--- src/rtl/mem_access_stage.sv ---
// MEM pipeline stage: issues data-memory requests, stalls upstream while waiting,
// aborts slow accesses after MAX_WAIT stall cycles and filters misaligned addresses.
module mem_access_stage #(
  parameter int unsigned MAX_WAIT = 15
) (
  input  logic        clk,
  input  logic        reset,
  input  logic        RegWrite_in,
  input  logic        MemtoReg_in,
  input  logic        MemRead_in,
  input  logic        MemWrite_in,
  input  logic [31:0] ALU_result_in,
  input  logic [31:0] reg_read_data_2_in,
  input  logic [4:0]  EX_MEM_RegisterRd_in,
  output logic        mem_req,
  output logic        mem_we,
  output logic [31:0] mem_addr,
  output logic [31:0] mem_wdata,
  input  logic        mem_ready,
  input  logic [31:0] mem_rdata,
  output logic        mem_stall,
  output logic        RegWrite_out,
  output logic        MemtoReg_out,
  output logic [31:0] mem_read_data_out,
  output logic [31:0] ALU_result_out,
  output logic [4:0]  MEM_WB_RegisterRd_out,
  output logic        mem_timeout,
  output logic        mem_misalign
);

  typedef enum logic {
    S_IDLE = 1'b0,
    S_WAIT = 1'b1
  } state_t;

  localparam logic [7:0] LP_LAST_WAIT = 8'(MAX_WAIT - 1);

  state_t      r_state;
  state_t      w_state_nxt;
  logic [7:0]  r_wait_cnt;
  logic [7:0]  w_wait_cnt_nxt;

  logic        r_regwrite;
  logic        r_memtoreg;
  logic [31:0] r_read_data;
  logic [31:0] r_alu_result;
  logic [4:0]  r_rd;
  logic        r_timeout;
  logic        r_misalign;

  logic        w_op;
  logic        w_aligned;
  logic        w_is_load;
  logic        w_req;
  logic        w_stall;
  logic        w_load;
  logic        w_bubble;
  logic        w_set_timeout;
  logic        w_set_misalign;
  logic [31:0] w_wb_data;

  assign w_op      = MemRead_in | MemWrite_in;
  assign w_aligned = (ALU_result_in[1:0] == 2'b00);
  // A simultaneous read+write is treated as a store, so it never returns data.
  assign w_is_load = MemRead_in & ~MemWrite_in;
  assign w_wb_data = (w_op && w_is_load) ? mem_rdata : 32'h0;

  // NOTE: every signal written here gets a default first, so no path leaves one unassigned and no latch is inferred.
  always_comb begin
    w_state_nxt    = r_state;
    w_wait_cnt_nxt = r_wait_cnt;
    w_req          = 1'b0;
    w_stall        = 1'b0;
    w_load         = 1'b0;
    w_bubble       = 1'b0;
    w_set_timeout  = 1'b0;
    w_set_misalign = 1'b0;
    case (r_state)
      S_IDLE: begin
        if (!w_op) begin
          w_load = 1'b1;
        end else if (!w_aligned) begin
          w_set_misalign = 1'b1;
          w_bubble       = 1'b1;
        end else begin
          w_req = 1'b1;
          if (mem_ready) begin
            w_load = 1'b1;
          end else begin
            w_stall        = 1'b1;
            w_bubble       = 1'b1;
            w_state_nxt    = S_WAIT;
            w_wait_cnt_nxt = 8'd0;
          end
        end
      end
      S_WAIT: begin
        // Final wait slot: request is withdrawn, so mem_ready no longer matters.
        if (r_wait_cnt == LP_LAST_WAIT) begin
          w_set_timeout  = 1'b1;
          w_bubble       = 1'b1;
          w_state_nxt    = S_IDLE;
          w_wait_cnt_nxt = 8'd0;
        end else begin
          w_req = 1'b1;
          if (mem_ready) begin
            w_load         = 1'b1;
            w_state_nxt    = S_IDLE;
            w_wait_cnt_nxt = 8'd0;
          end else begin
            w_stall        = 1'b1;
            w_bubble       = 1'b1;
            w_wait_cnt_nxt = r_wait_cnt + 8'd1;
          end
        end
      end
      default: begin
        w_state_nxt    = S_IDLE;
        w_wait_cnt_nxt = 8'd0;
      end
    endcase
  end

  // NOTE: sequential state uses non-blocking assignments so every register samples pre-edge values.
  always_ff @(posedge clk) begin
    if (reset) begin
      r_state      <= S_IDLE;
      r_wait_cnt   <= 8'd0;
      r_regwrite   <= 1'b0;
      r_memtoreg   <= 1'b0;
      r_read_data  <= 32'h0;
      r_alu_result <= 32'h0;
      r_rd         <= 5'd0;
      r_timeout    <= 1'b0;
      r_misalign   <= 1'b0;
    end else begin
      r_state    <= w_state_nxt;
      r_wait_cnt <= w_wait_cnt_nxt;
      if (w_load) begin
        r_regwrite   <= RegWrite_in;
        r_memtoreg   <= MemtoReg_in;
        r_read_data  <= w_wb_data;
        r_alu_result <= ALU_result_in;
        r_rd         <= EX_MEM_RegisterRd_in;
      end else if (w_bubble) begin
        // Bubble kills the write-back controls; data fields keep their last value.
        r_regwrite <= 1'b0;
        r_memtoreg <= 1'b0;
        r_rd       <= 5'd0;
      end
      if (w_set_timeout) begin
        r_timeout <= 1'b1;
      end
      if (w_set_misalign) begin
        r_misalign <= 1'b1;
      end
    end
  end

  assign mem_req   = w_req & ~reset;
  assign mem_stall = w_stall & ~reset;
  assign mem_we    = MemWrite_in;
  assign mem_addr  = ALU_result_in;
  assign mem_wdata = reg_read_data_2_in;

  assign RegWrite_out          = r_regwrite;
  assign MemtoReg_out          = r_memtoreg;
  assign mem_read_data_out     = r_read_data;
  assign ALU_result_out        = r_alu_result;
  assign MEM_WB_RegisterRd_out = r_rd;
  assign mem_timeout           = r_timeout;
  assign mem_misalign          = r_misalign;

endmodule
--- config.mk ---
export PLATFORM = sky130hd
export DESIGN_NAME = mem_access_stage
export DESIGN_NICKNAME = d
export VERILOG_FILES = /design/src/rtl/mem_access_stage.sv
export SDC_FILE = /design/constraint.sdc
export NUM_CORES = 1
export LEC_CHECK = 0
export BUFFER_PORTS_ARGS = -buffer_cell sky130_fd_sc_hd__clkbuf_2
export CORE_ASPECT_RATIO = 0.7
export CORE_MARGIN = 3
export CORE_UTILIZATION = 40
export CTS_BUF_LIST = sky130_fd_sc_hd__clkbuf_4 sky130_fd_sc_hd__clkbuf_8
export CTS_CLUSTER_DIAMETER = 50
export CTS_CLUSTER_SIZE = 24
export DETAILED_ROUTE_END_ITERATION = 8
export PLACE_DENSITY = 0.75
export SYNTH_ARGS = -nofsm -noshare
export SYNTH_HDL_FRONTEND = slang
export SYNTH_SLANG_ARGS = --single-unit
--- constraint.sdc ---
create_clock -name clk -period 3.75 [get_ports clk]
set_input_delay 0.75 -clock clk [delete_from_list [all_inputs] [get_ports clk]]
set_output_delay 0.75 -clock clk [all_outputs]
set_load 0.03 [all_outputs]
==> results.yml <==
run_status:
  outcome: "completed"
clocking:
  clkSinkCount: 82
  cts_hold_buf: 0
  cts_tree: "done"
  cts_resized: 0
  path_clk_slew_ns: 0.07
  numCtsBuffers: 9
  htree_levels: 3
  clockBufferDepth: 2
  postCtsSetupBuffers: 0
  cts_root_buffer: "clkbuf_8"
  clock_latency_ns: 0.35
logic_synthesis:
  synth_cells: 429
  async_flop_share: 0
  syn_avg_cell_area_um2: 9.76
  synthesis.area_mm2: 0.00419
  ys_ff_latch: 82
  synth_ff_type: "dfxtp_1"
  synth.distinct_cells: 36
  ys_seq_area_frac: 0.392
  synth-edff-count: 0
  yosysWarnings: 0
  synth_fp_nets: 539
global_route:
  grt_overflow: 0
  grt_max_degree: 72
  grt_pass1_vias: 3005
  antenna_found_initial: 0
  grtUsageTotal: 0.145
  grt_pass1_wl_um: 14000
worst_setup_path:
  cp_top_family: "simple AND/OR/NAND/NOR gates"
  cp_num_buf_inv: 2
  cp_max_fo: 6
  crit_chain: "inv_1 -> ha_1 -> and4b_4 -> and2_4 -> nor4_1 -> clkbuf_2"
  critPathSlowestCell: "dfxtp_1"
  critPathMaxStageDelay_ns: 0.41
  reg2reg_slack_ns: 1.37
  reg2reg_from: "r_wait_cnt[1]"
  required_ns: 3.00
  cp.arrival_ns: 1.88
  start_kind: "register"
  critPathKind: "reg2out"
  reg2reg_depth: 5
  cp-end-kind: "output pin"
  r2r_end: "ALU_result_out[15]"
layout:
  final_util: 0.480
  fin_area_mm2: 0.00478
  n_antenna_cell: 0
  drive_above_1_share: 0.397
  n_fill_cell: 902
  fin_nets: 648
  final_cells: 669
  area_delta_synth_final_pct: 14.1
place:
  post-place-ws_ns: 1.26
  place_hpwl_um: 6320
  gp_congestion: 0.780
  port_buffers: 183
  placed_cells: 655
  place_area_mm2: 0.00459
sta:
  slew_violations: 0
  finalHoldViolCount: 0
  finalSetupViolCount: 0
  max_freq_ghz: 0.380
  fin_crit_ns: 2.63
  fin_crit_sh: 0.702
  tightest_slew_ns: 1.21
  fin_setup_tns_ns: 0
  rsz0062_at_grt: "false"
  slew-limit-headroom: 0.195
  fin_skew_ns: 0.00378
  setup_ws_ns: 1.12
route:
  wl_per_cell_um: 12.9
  detail-route-antenna-nets: 0
  via_count: 3147
  dr.pass1.iters: 4
  finalWirelength_um: 8610
  drt_iter0_drc: 65
  drc: 0
  viasPerCell: 4.70
flow_run:
  maxCapViolations: 0
floorplanning:
  pin_count: 248
  start_util: 0.421
  die-width_um: 128
  die_h_um: 91.6
  core_mm2: 0.00995
  die-area_mm2: 0.0118
  row_count: 30
power_and_ir_drop:
  ir_worst_vdd_v: 0.000271
  powerDensity_mw_per_mm2: 403
  leakagePower_nw: 2.37
worst_hold_path:
  holdPathStages: 2
  worst_hold_startpoint: "mem_timeout"
  min_to: "mem_timeout"
  worstHoldPathType: "reg2reg"
## cells in the mapped netlist, types with 2 or more instances
cell / instances / share of area
ha_1: 2 / 0.0060
a21o_1: 2 / 0.0036
clkbuf_1: 13 / 0.012
nor3_1: 3 / 0.0036
nand2b_1: 97 / 0.14
a21oi_1: 9 / 0.011
buf_4: 65 / 0.12
nor4_1: 2 / 0.0030
inv_1: 4 / 0.0036
a22o_1: 3 / 0.0063
buf_12: 8 / 0.038
nand3_1: 4 / 0.0048
nor3b_2: 7 / 0.021
dfxtp_1: 82 / 0.39
or3_1: 2 / 0.0030
nand2_1: 37 / 0.033
mux2i_1: 65 / 0.16
nor2_1: 6 / 0.0054
## worst register-to-register path: cells and delay by family, from the launching register on
kind                     cells  cell delay (ns)
AND/OR/NAND/NOR              2             0.42
AO/OA/AOI/OAI                1             0.90
flip-flops                   1             0.41
adder cells (fa/ha/maj)      1             0.17
multiplexers                 1             0.40
## cell families after synthesis
| kind of cell | Yosys count | synth area share |
|---|---|---|
| buf+inv | 92 | 0.172 |
| simple gates | 167 | 0.237 |
| fa+ha+maj | 2 | 0.00597 |
| compound gates | 20 | 0.0355 |
| xor+xnor | 1 | 0.00209 |
| mux | 65 | 0.155 |
| flops | 82 | 0.392 |
## how the worst max path moves through the flow
stage	startpoint	end	cells past startpoint
3_3_place_gp	ALU_result_in[0]	ALU_result_out[28]	5
2_1_floorplan	reset	mem_stall	3
5_1_grt	r_wait_cnt[0]	mem_stall	6
6_report	r_wait_cnt[0]	mem_stall	6
4_1_cts	r_wait_cnt[0]	mem_stall	6
3_5_place_dp	ALU_result_in[0]	mem_read_data_out[16]	5
## stage by stage
| step | hold slack, ns | power (mW) |
|---|---|---|
| 6_report | 0.476 | 1.93 |
| 5_1_grt | 0.500 | 2.02 |
| 4_1_cts | 0.479 | 1.96 |
| 3_5_place_dp | 0.462 | 1.32 |
| 3_3_place_gp | 0.459 | 1.31 |
| 2_1_floorplan | 0.445 | 1.31 |
## placed cells by master, fill, tap and decap left out
master,Yosys,routed
o21a_1,1,1
a22o_1,3,3
dfxtp_1,82,82
buf_4,65,3
clkbuf_2,0,183
and4b_4,1,1
inv_1,4,4
mux2i_1,65,65
and2_4,1,1
nand4_1,1,1
nand2_1,37,37
nand3_1,4,4
and2_2,1,1
a211oi_2,1,1
clkinv_2,0,2
nor4_1,2,2
a21oi_1,9,9
or2_1,1,1
ha_1,2,2
or3_1,2,2
or2_2,1,1
nor3b_2,7,8
nor2_1,6,6
clkbuf_8,0,11
o32a_4,1,1
o21ai_0,1,1
xnor2_1,1,1
and3_1,1,1
nor4b_2,1,1
a311oi_1,1,1
a31oi_1,1,1
nor3_1,3,3
nand2b_1,97,97
a21o_1,2,2
bufinv_16,0,1
## sequential cells by signal (all words and copies together), names as in the netlist
name / cells
r_wait_cnt: 8
MEM_WB_RegisterRd_out: 5
mem_read_data_out: 32
MemtoReg_out: 1
mem_timeout: 1
mem_misalign: 1
RegWrite_out: 1
r_state: 1
ALU_result_out: 32
## routing by layer
metal	share of wire	GRT usage	vias up
met3	0.11	0.0698	7
met2	0.45	0.234	159
li1	-	-	1558
met5	0	0	-
met1	0.42	0.170	1423
met4	0.0085	0.0442	0
## area by class of cell
type                    count  area (um2)  share of cell area
clock inverters             3        40.0             0.00838
repair buffers            186         938               0.196
flip-flops and latches     82        1640               0.344
inverters                   4        15.0             0.00314
multi-input cells         255        1830               0.383
well taps                 128         160              0.0335
clock buffers              11         151              0.0317
## where the power goes
| group | internal, mW | total (mW) | switching (mW) |
|---|---|---|---|
| registers | 0.908 | 0.928 | 0.0198 |
| logic | 0.136 | 0.365 | 0.229 |
| clock network | 0.335 | 0.634 | 0.299 |
No activity file was read; power rests on OpenSTA's default activity.
